===== src/rtl/ex_pkg.sv =====
// Shared encodings for the RV32IM execute stage.
// ALU, branch, RV32M and forward-select codes plus the M-unit state type.
package ex_pkg;

    localparam logic [3:0] ALU_ADD  = 4'd0;
    localparam logic [3:0] ALU_SUB  = 4'd1;
    localparam logic [3:0] ALU_SLL  = 4'd2;
    localparam logic [3:0] ALU_SLT  = 4'd3;
    localparam logic [3:0] ALU_SLTU = 4'd4;
    localparam logic [3:0] ALU_XOR  = 4'd5;
    localparam logic [3:0] ALU_SRL  = 4'd6;
    localparam logic [3:0] ALU_SRA  = 4'd7;
    localparam logic [3:0] ALU_OR   = 4'd8;
    localparam logic [3:0] ALU_AND  = 4'd9;
    localparam logic [3:0] ALU_LUI  = 4'd10;

    localparam logic [3:0] BR_NONE = 4'd0;
    localparam logic [3:0] BR_BEQ  = 4'd1;
    localparam logic [3:0] BR_BNE  = 4'd2;
    localparam logic [3:0] BR_BLT  = 4'd3;
    localparam logic [3:0] BR_BGE  = 4'd4;
    localparam logic [3:0] BR_BLTU = 4'd5;
    localparam logic [3:0] BR_BGEU = 4'd6;

    localparam logic [2:0] MD_MUL    = 3'd0;
    localparam logic [2:0] MD_MULH   = 3'd1;
    localparam logic [2:0] MD_MULHSU = 3'd2;
    localparam logic [2:0] MD_MULHU  = 3'd3;
    localparam logic [2:0] MD_DIV    = 3'd4;
    localparam logic [2:0] MD_DIVU   = 3'd5;
    localparam logic [2:0] MD_REM    = 3'd6;
    localparam logic [2:0] MD_REMU   = 3'd7;

    localparam logic [1:0] FWD_RF  = 2'b00;
    localparam logic [1:0] FWD_MEM = 2'b01;
    localparam logic [1:0] FWD_WB  = 2'b10;

    typedef enum logic [1:0] {
        MD_IDLE,
        MD_RUN,
        MD_DONE
    } md_state_t;

    typedef struct packed {
        logic       valid;
        logic       reg_we;
        logic       mem_we;
        logic       jalx;
        logic       src1;
        logic       src2;
        logic [3:0] branch;
        logic [3:0] alu_ctr;
        logic       md_en;
        logic [2:0] md_op;
        logic [2:0] op;
        logic [1:0] wb_ctr;
        logic [4:0] rd;
        logic [4:0] rs1;
        logic [4:0] rs2;
    } ex_ctl_t;

endpackage


===== src/rtl/md_unit.sv =====
// Iterative RV32M multiply/divide unit: shift-add multiply, restoring divide.
// Signed ops run on magnitudes; signs are fixed when the result is read in DONE.
module md_unit
    import ex_pkg::*;
#(
    parameter int W        = 32,
    parameter bit FAST_MUL = 1'b0
) (
    input  logic         clk,
    input  logic         rst,
    input  logic         start,
    input  logic         abort,
    input  logic         hold,
    input  logic [2:0]   op,
    input  logic [W-1:0] a,
    input  logic [W-1:0] b,
    output logic         busy,
    output logic         done,
    output logic [W-1:0] res
);

    localparam int CW = $clog2(W);
    localparam logic [W-1:0] MIN = {1'b1, {(W-1){1'b0}}};

    md_state_t state, state_n;
    logic [W-1:0] hi, lo, m, hi_n, lo_n, m_n;
    logic [CW-1:0] cnt, cnt_n;
    logic [2:0] op_q, op_n;
    logic neg, neg_n, direct, direct_n;

    logic sa, sb, a_neg, b_neg;
    logic [W-1:0] am, bm, div_diff, res_i;
    logic [W:0] mul_sum, div_sh;
    logic div_ge;
    logic [2*W-1:0] fprod, prod, prod_s;

    always_comb begin
        sa = (op == MD_MULH) | (op == MD_MULHSU) | (op == MD_DIV) | (op == MD_REM);
        sb = (op == MD_MULH) | (op == MD_DIV) | (op == MD_REM);
        a_neg = sa & a[W-1];
        b_neg = sb & b[W-1];
        am = a_neg ? -a : a;
        bm = b_neg ? -b : b;
        fprod = {{W{a_neg}}, a} * {{W{b_neg}}, b};
    end

    always_comb begin
        mul_sum = {1'b0, hi} + (lo[0] ? {1'b0, m} : '0);
        div_sh = {hi, lo[W-1]};
        div_ge = div_sh >= {1'b0, m};
        div_diff = div_sh[W-1:0] - m;
        prod = {hi, lo};
        prod_s = neg ? -prod : prod;
        res_i = prod_s[2*W-1:W];
        case (op_q)
            MD_MUL:          res_i = prod_s[W-1:0];
            MD_DIV, MD_DIVU: res_i = neg ? -lo : lo;
            MD_REM, MD_REMU: res_i = neg ? -hi : hi;
            default: ;
        endcase
        res = direct ? lo : res_i;
    end

    assign busy = (state == MD_RUN) | ((state == MD_IDLE) & start);
    assign done = (state == MD_DONE);

    always_comb begin
        state_n  = state;
        hi_n     = hi;
        lo_n     = lo;
        m_n      = m;
        cnt_n    = cnt;
        op_n     = op_q;
        neg_n    = neg;
        direct_n = direct;
        if (abort) begin
            state_n = MD_IDLE;
        end else begin
            case (state)
                MD_IDLE: if (start) begin
                    op_n     = op;
                    hi_n     = '0;
                    cnt_n    = '0;
                    direct_n = 1'b0;
                    state_n  = MD_RUN;
                    m_n      = op[2] ? bm : am;
                    lo_n     = op[2] ? am : bm;
                    neg_n    = (op[2] & op[1]) ? a_neg : (a_neg ^ b_neg);
                    // Cases with a closed-form answer skip the iteration
                    if (op[2] && b == '0) begin
                        direct_n = 1'b1;
                        lo_n     = op[1] ? a : '1;
                        state_n  = MD_DONE;
                    end else if (op[2] && sa && a == MIN && b == '1) begin
                        direct_n = 1'b1;
                        lo_n     = op[1] ? '0 : MIN;
                        state_n  = MD_DONE;
                    end else if (FAST_MUL && !op[2]) begin
                        direct_n = 1'b1;
                        lo_n     = (op == MD_MUL) ? fprod[W-1:0] : fprod[2*W-1:W];
                        state_n  = MD_DONE;
                    end
                end
                MD_RUN: begin
                    cnt_n = cnt + 1'b1;
                    if (op_q[2]) begin
                        hi_n = div_ge ? div_diff : div_sh[W-1:0];
                        lo_n = {lo[W-2:0], div_ge};
                    end else begin
                        {hi_n, lo_n} = {mul_sum, lo[W-1:1]};
                    end
                    if (cnt == CW'(W - 1)) state_n = MD_DONE;
                end
                MD_DONE: if (!hold) state_n = MD_IDLE;
                default: state_n = MD_IDLE;
            endcase
        end
    end

    always_ff @(posedge clk or negedge rst) begin
        if (!rst) begin
            state  <= MD_IDLE;
            hi     <= '0;
            lo     <= '0;
            m      <= '0;
            cnt    <= '0;
            op_q   <= '0;
            neg    <= 1'b0;
            direct <= 1'b0;
        end else begin
            state  <= state_n;
            hi     <= hi_n;
            lo     <= lo_n;
            m      <= m_n;
            cnt    <= cnt_n;
            op_q   <= op_n;
            neg    <= neg_n;
            direct <= direct_n;
        end
    end

endmodule


===== src/rtl/ex_stage_md.sv =====
// EX stage: ID/EX register, forwarding, ALU, branch resolve and the M unit.
// ex_busy holds IF/ID/EX while a multiply/divide is in flight.
module ex_stage_md
    import ex_pkg::*;
#(
    parameter int DATA_WIDTH = 32,
    parameter int ADDR_WIDTH = 32,
    parameter bit FAST_MUL   = 1'b0
) (
    input  logic                  clk,
    input  logic                  rst,
    input  logic                  valid_d,
    input  logic                  reg_we,
    input  logic                  mem_we,
    input  logic                  jalx,
    input  logic                  alu_src_1_ctr,
    input  logic                  alu_src_2_ctr,
    input  logic [3:0]            branch,
    input  logic [3:0]            alu_ctr,
    input  logic                  md_en,
    input  logic [2:0]            md_op,
    input  logic [2:0]            op,
    input  logic [1:0]            wb_ctr,
    input  logic [4:0]            rd,
    input  logic [4:0]            rs1,
    input  logic [4:0]            rs2,
    input  logic [DATA_WIDTH-1:0] imm,
    input  logic [DATA_WIDTH-1:0] rd1,
    input  logic [DATA_WIDTH-1:0] rd2,
    input  logic [ADDR_WIDTH-1:0] pcd,
    input  logic [ADDR_WIDTH-1:0] pcnd,
    input  logic [DATA_WIDTH-1:0] alu_resultm,
    input  logic [DATA_WIDTH-1:0] result,
    input  logic [1:0]            rd1_ctr,
    input  logic [1:0]            rd2_ctr,
    input  logic                  stall_e,
    input  logic                  flush_e,
    output logic                  valid_e,
    output logic                  reg_wee,
    output logic                  mem_wee,
    output logic [2:0]            ope,
    output logic [1:0]            wb_ctre,
    output logic [4:0]            rde,
    output logic [4:0]            rs1e,
    output logic [4:0]            rs2e,
    output logic [ADDR_WIDTH-1:0] pcne,
    output logic [DATA_WIDTH-1:0] alu_result,
    output logic [DATA_WIDTH-1:0] rd2_true,
    output logic                  taken,
    output logic                  ex_busy
);

    localparam int SHW = $clog2(DATA_WIDTH);

    ex_ctl_t ctl_d, ctl_e;
    logic [DATA_WIDTH-1:0] imm_e, rd1_e, rd2_e;
    logic [ADDR_WIDTH-1:0] pc_e, pcn_e;
    logic [DATA_WIDTH-1:0] rd1_true, src_a, src_b, alu_out, md_res;
    logic [SHW-1:0] shamt;
    logic cond, md_busy, md_done;

    always_comb begin
        ctl_d = '{valid: valid_d, reg_we: reg_we, mem_we: mem_we,
                  jalx: jalx, src1: alu_src_1_ctr, src2: alu_src_2_ctr,
                  branch: branch, alu_ctr: alu_ctr, md_en: md_en,
                  md_op: md_op, op: op, wb_ctr: wb_ctr,
                  rd: rd, rs1: rs1, rs2: rs2};
    end

    // A flush wins over a hold so a squashed M op cannot keep the stage busy
    always_ff @(posedge clk or negedge rst) begin
        if (!rst) begin
            ctl_e <= '0;
            imm_e <= '0;
            rd1_e <= '0;
            rd2_e <= '0;
            pc_e  <= '0;
            pcn_e <= '0;
        end else if (flush_e) begin
            ctl_e <= '0;
            imm_e <= '0;
            rd1_e <= '0;
            rd2_e <= '0;
            pc_e  <= '0;
            pcn_e <= '0;
        end else if (!(stall_e || ex_busy)) begin
            ctl_e <= ctl_d;
            imm_e <= imm;
            rd1_e <= rd1;
            rd2_e <= rd2;
            pc_e  <= pcd;
            pcn_e <= pcnd;
        end
    end

    always_comb begin
        case (rd1_ctr)
            FWD_MEM: rd1_true = alu_resultm;
            FWD_WB:  rd1_true = result;
            default: rd1_true = rd1_e;
        endcase
        case (rd2_ctr)
            FWD_MEM: rd2_true = alu_resultm;
            FWD_WB:  rd2_true = result;
            default: rd2_true = rd2_e;
        endcase
    end

    assign src_a = ctl_e.src1 ? DATA_WIDTH'(pc_e) : rd1_true;
    assign src_b = ctl_e.src2 ? imm_e : rd2_true;
    assign shamt = src_b[SHW-1:0];

    always_comb begin
        alu_out = src_a + src_b;
        case (ctl_e.alu_ctr)
            ALU_SUB:  alu_out = src_a - src_b;
            ALU_SLL:  alu_out = src_a << shamt;
            ALU_SLT:  alu_out = DATA_WIDTH'($signed(src_a) < $signed(src_b));
            ALU_SLTU: alu_out = DATA_WIDTH'(src_a < src_b);
            ALU_XOR:  alu_out = src_a ^ src_b;
            ALU_SRL:  alu_out = src_a >> shamt;
            ALU_SRA:  alu_out = $signed(src_a) >>> shamt;
            ALU_OR:   alu_out = src_a | src_b;
            ALU_AND:  alu_out = src_a & src_b;
            ALU_LUI:  alu_out = src_b;
            default: ;
        endcase
    end

    always_comb begin
        cond = 1'b0;
        case (ctl_e.branch)
            BR_BEQ:  cond = rd1_true == rd2_true;
            BR_BNE:  cond = rd1_true != rd2_true;
            BR_BLT:  cond = $signed(rd1_true) < $signed(rd2_true);
            BR_BGE:  cond = $signed(rd1_true) >= $signed(rd2_true);
            BR_BLTU: cond = rd1_true < rd2_true;
            BR_BGEU: cond = rd1_true >= rd2_true;
            default: cond = 1'b0;
        endcase
    end

    md_unit #(
        .W        (DATA_WIDTH),
        .FAST_MUL (FAST_MUL)
    ) u_md (
        .clk   (clk),
        .rst   (rst),
        .start (ctl_e.valid & ctl_e.md_en),
        .abort (flush_e),
        .hold  (stall_e),
        .op    (ctl_e.md_op),
        .a     (rd1_true),
        .b     (rd2_true),
        .busy  (md_busy),
        .done  (md_done),
        .res   (md_res)
    );

    assign ex_busy    = md_busy;
    assign alu_result = md_done ? md_res : alu_out;
    assign taken      = ctl_e.valid & (ctl_e.jalx | cond);
    assign valid_e    = ctl_e.valid;
    assign reg_wee    = ctl_e.valid & ctl_e.reg_we;
    assign mem_wee    = ctl_e.valid & ctl_e.mem_we;
    assign ope        = ctl_e.op;
    assign wb_ctre    = ctl_e.wb_ctr;
    assign rde        = ctl_e.rd;
    assign rs1e       = ctl_e.rs1;
    assign rs2e       = ctl_e.rs2;
    assign pcne       = pcn_e;

endmodule


===== config.mk =====
export PLATFORM = sky130hd
export DESIGN_NAME = ex_stage_md
export DESIGN_NICKNAME = d
export VERILOG_FILES = /design/src/rtl/ex_pkg.sv /design/src/rtl/md_unit.sv /design/src/rtl/ex_stage_md.sv
export SDC_FILE = /design/constraint.sdc
export NUM_CORES = 2
export LEC_CHECK = 0
export ABC_CLOCK_PERIOD_IN_PS = 14000
export CORE_AREA = 2 2 255 307
export CTS_CLUSTER_DIAMETER = 30
export DETAILED_ROUTE_END_ITERATION = 8
export DIE_AREA = 0 0 257 309
export DONT_BUFFER_PORTS = 1
export HOLD_SLACK_MARGIN = 0.05
export PLACE_DENSITY = 0.65
export SYNTH_ARGS = -nofsm -noshare
export SYNTH_HDL_FRONTEND = slang
export SYNTH_SLANG_ARGS = --single-unit

===== constraint.sdc =====
create_clock -name clk -period 14 [get_ports clk]
set_input_delay 2.8 -clock clk [delete_from_list [all_inputs] [get_ports clk]]
set_output_delay 2.8 -clock clk [all_outputs]
set_load 0.01 [all_outputs]

After elaboration in Yosys (flattened, before gate mapping) --
Index checks and enable logic that the tools add are counted. W data, S select, Z words.
Operators by class: bitwise operators 20, reduce and logical (&&, ||, !) cells 14, mux-type cells 52, add/subtract/negate cells 10, eq/ne operators 40, shift operators 3, magnitude comparators 7
Operator list (count):
- $mux W32 | 30
- $pmux W32 S10 | 1
- $pmux W32 S2 | 4
- $lt A32 B32 Y1 | 4
- $neg A32 Y32 | 4
- $pmux W32 S3 | 1
- $mux W38 | 2
- $eq A32 B32 Y1 const B | 2
- $ge A32 B32 Y1 | 2
- $mux W64 | 1
- $neg A64 Y64 | 1
- $sub A32 B32 Y32 | 2
- $add A32 B33 Y33 | 1
- $ge A33 B32 Y1 | 1
- $add A32 B32 Y32 | 1
- $and A32 B32 Y32 | 1
- $eq A32 B32 Y1 | 1
- $logic_not A32 Y1 | 1
- $ne A32 B32 Y1 | 1
- $or A32 B32 Y32 | 1
- $shl A32 B5 Y32 | 1
- $shr A32 B5 Y32 | 1
- $sshr A32 B5 Y32 | 1
- $xor A32 B32 Y32 | 1
- other kinds (32) | 80
Storage, ports and cells: register bits 306, logic and storage cells 174, output and inout port bits 121

Logic depth before layout (Yosys ltp) --
depth after elaboration 12, depth in mapped cells 23

By module --
Synthesis repeated with hierarchy kept, for this count alone.
Second synthesis, totals: cell total of the unflattened synthesis 4395, area, all modules 33968.8 um^2
Modules (own cells, without submodules):
- ex_stage_md | area each 19876.6 um^2, cells an instance 2402, instances 1, sequential area each 4954.8 um^2
- md_unit | area each 14092.3 um^2, cells an instance 1993, instances 1, sequential area each 2702.6 um^2

Least setup slack after synthesis --
No wires, ideal clock.
kind input -> output, start point input port rd2_ctr[0], end point output port alu_result[26], data arrival time 7.466 ns, stages on the path 22, data required time 11.200 ns, path buffers 7, slack 3.734 ns, cell sequence inv_1 > ha_1 > buf_2 > buf_2 > a22o_1 > o221ai_2 > buf_2 > buf_2 > buf_2 > buf_1 > ha_1 > clkbuf_1 > o21ai_0 > a211oi_1 > nor2_1 > nor3b_1 > nor2_1 > o311a_1 > nor4_1 > o21a_1 > o21ai_0 > a21oi_1
On the way: cells in the longest elaborated chain, start to end 6, elaborated cells on any way between the ends 14, classes of those cells add/sub (2); eq/ne (2); shift (3); mux (4); bitwise (3)
Ends and longest elaborated chain:
- start: declaration | RTL line ex_stage_md.sv:35 | input logic [1:0] rd2_ctr,
- $eq A2 B2 Y1 or $eq A2 B1 Y1 (tied branches) | RTL line ex_stage_md.sv:102 | case (rd2_ctr)
- $pmux W32 S2 (*) | RTL line ex_stage_md.sv:102
- $mux W32 (*) | RTL line ex_stage_md.sv:110 | assign src_b = ctl_e.src2 ? imm_e : rd2_true;
- $add A32 B32 Y32 (tied with other cells) | RTL line ex_stage_md.sv:114 | alu_out = src_a + src_b;
- $pmux W32 S10 (*) | RTL line ex_stage_md.sv:115 | case (ctl_e.alu_ctr)
- $mux W32 (*) | RTL line ex_stage_md.sv:161 | assign alu_result = md_done ? md_res : alu_out;
- end: declaration | RTL line ex_stage_md.sv:47 | output logic [DATA_WIDTH-1:0] alu_result,
Every way passes the cells marked *; elsewhere a longest branch is shown, timed or not.

Final worst setup path --
start point input port rd2_ctr[0], end point output port alu_result[28]
The elaborated chain is that of the path after synthesis.

==> run summary <==
Status: finished with violations
Failing checks: capacitance limit
Worst r2r path cells: 14
Vias in the first global route: 35620
RSZ-0062 raised after global routing: false
CP endpoint kind: primary output
Starting density of the core: 44.79%
Reg area: 7664 µm²
H-tree levels: 3
Number of flops mapped to enable cells by yosys: 0
# resized after CTS: 0
Vias: 37720
FILL cells: 7635
Final Cell Area: 37550 µm²
Area occupied by multi-input gates: 24170 µm²
Area leader, netlist: dfrtp_1
Peak supply drop: 0.1111 mV
Syn. warnings: 0
DP Worst Slack: 3.010 ns
Yosys top cell area share: 22.42%
Cell row count: 111
Worst Path Class, Setup: input pin to primary output
Fmax: 89.56 MHz
Clock latency on the worst-skew pair: 0.63 ns
CTS root buf: clkbuf_16
Worst-Margin Slew: 1.467 ns
Port Buffers: 0
Power Dens Cells: 144.3 nW/µm²
Die Y: 309 µm
Number of synthesized register bits: 306
Final Routed Wirelength: 165000 µm
Clk slew on worst S/H paths: 0.04 ns
Post-CTS Setup Bufs: 0
Crit path max fanout: 61
GRT Total Usage: 40.18%
Via/cell ratio: 6.651
Synth Cell Area: 34150 µm²
DRC: 0
Share of layout cells above drive strength 1: 7.975%
Reg2reg setup slack: 9.35 ns
Placement Cell Area: 34820 µm²
Slack of the critical path: 2.835 ns
Gpl congestion: 1.085
Cell variety after synth: 83
I/O pins: 391
CTS Sinks: 306
Number of antenna violations at the first check in global routing: 6
Setup tns final: 0 ns
Max_cap viols: 1
Pleak: 16.15 nW
Most frequent cells in the layout: nand2_1, a21oi_1, o21ai_0
Core area: 76250 µm²
Final Hold Violating Endpoints: 0
Remaining global-route overflow: 0
Core Util, Final: 49.25%
Startpoint types: input pin
Final-stage net count: 5059
DRT Pass-1 Iters: 7
Synth Net Count: 5244
CTS Hold Bufs: 0
Avg Synthesized Cell Area: 7.157 µm²
Most common cell after layout, fill and taps aside: nand2_1
DRT iter0 DRCs: 4880
P&R area growth vs syn: 9.959%
Hold_ws: 0.4735 ns
Slew HR: 1.289%
Worst min path class: flop to flop
HPWL after DPL: 126900 µm
Die width: 257 µm
Max Slew Vio Count: 0
Clk buf depth: 3
Area contributors post-synth: dfrtp_1, nand2_1, a21oi_1
Fin crit period: 11.17 ns
Critical Path AT: 8.37 ns
Largest net degree at the start of global routing: 307
Ys async rst share: 100.0%
Top_reg_cell synth: dfrtp_1
Clock Skews: 0.02892 ns
WL per Instance: 29.10 µm
Cts bufs inserted: 79
Gate Count Post-Synth: 4771
Post-DRT Antenna Nets: 0
Required @ worst endpoint: 11.20 ns
Hold depth: 2
CTS tree: built
Sequential element share of the synthesized area: 22.42%
Period utilisation layout: 79.75%
First-pass GRT wire length: 239500 µm
Final setup fails: 0
Die Area: 79410 µm²
-- state kept, by name (all words and copies together) (netlist names), 17 cells and up --
name     cells
rd1_e       32
u_md.lo     32
pcne        32
u_md.m      32
rd2_e       32
ctl_e       17
u_md.hi     32
pc_e        32
imm_e       32
-- final timing paths --
| path | start | end |
|---|---|---|
| worst max-delay path | rd2_ctr[0] | alu_result[28] |
| worst min-delay path | u_md.m[16]$_DFFE_PN0P_ | u_md.m[16]$_DFFE_PN0P_ |
| worst max register to register | rd2_e[0]$_DFFE_PN0P_ | u_md.lo[14]$_DFFE_PN0P_ |
| worst min register to register | u_md.m[16]$_DFFE_PN0P_ | u_md.m[16]$_DFFE_PN0P_ |
| max in group asynchronous | rst | u_md.lo[11]$_DFFE_PN0P_ |
| min in group asynchronous | rst | pcne[9]$_DFFE_PN0P_ |
-- cell usage after synthesis, types with 18 or more instances --
cell type / number
buf_1: 28
xor2_1: 58
buf_2: 42
a22oi_1: 43
a31oi_1: 63
nor3_1: 65
buf_4: 24
o211ai_1: 81
o21bai_1: 25
inv_1: 224
ha_1: 200
a22o_1: 43
o22ai_1: 42
mux2i_1: 152
nand2b_1: 102
a21o_1: 52
a221o_1: 40
o21ai_0: 352
a21oi_1: 505
xnor2_1: 134
nand3_1: 57
nor2_1: 344
and3_1: 22
a221oi_1: 59
mux2_2: 51
nand4_1: 26
clkbuf_1: 284
or2_2: 23
o31ai_1: 45
and2_1: 18
nand2_1: 809
a311oi_1: 23
o21a_1: 25
or4_1: 18
dfrtp_1: 306
nor4_1: 24
a211oi_1: 59
o221ai_1: 36
nor2b_1: 34
or3_1: 39
-- worst max-delay path, stage by stage --
cell	delay [ns]
inv_1	0.02
ha_2	0.29
buf_4	0.46
nand2b_1	0.25
o221ai_4	0.22
buf_4	0.62
inv_2	0.04
buf_4	0.36
ha_1	0.38
or2_2	0.31
o211ai_1	0.28
a211oi_1	0.12
buf_4	0.18
o2111ai_1	0.54
a211oi_1	0.22
o2111ai_1	0.35
nand3b_1	0.15
xnor2_1	0.15
a22oi_1	0.33
o21a_1	0.22
-- cell type report --
cell class,instances,area share (%)
Timing Repair Buffer,113,2.259
Multi-Input combinational cell,3856,64.38
Sequential cell,306,20.41
Clock buffer,97,5.685
Inverter,230,2.299
Antenna cell,3,0.01999
Clock inverter,50,1.556
Tap cell,1017,3.389
-- kinds of logic after synthesis --
kind of cell,share of synthesized area [%]
and+or+nand+nor,20.98
buffers and inverters,7.134
adders and majority gates,7.563
DFF,22.42
xor gates and xnor gates,4.925
muxes,6.137
AOI/OAI and AO/OA,30.83
-- metal layers --
layer	global-route usage (%)	part of all wire, %
met4	29.00	8.9
met5	0	0.019
met3	8.063	9.6
met2	63.92	44
met1	48.48	37
-- power by group --
part	total [mW]	internal (mW)	leakage [nW]	switching, mW
Combinational	2.43	0.809	10.8	1.62
Sequential	1.16	0.985	4.01	0.170
Clock	1.83	1.23	1.34	0.597
-- stage by stage --
| step | instances | power (mW) |
|---|---|---|
| floorplan | 4771 | 2.725 |
| global placement | 5522 | 3.484 |
| detailed placement | 5522 | 3.487 |
| CTS | 5669 | 5.329 |
| global route | 5671 | 5.634 |
| finish | 5672 | 5.417 |
(Power assumes the default switching activity.)
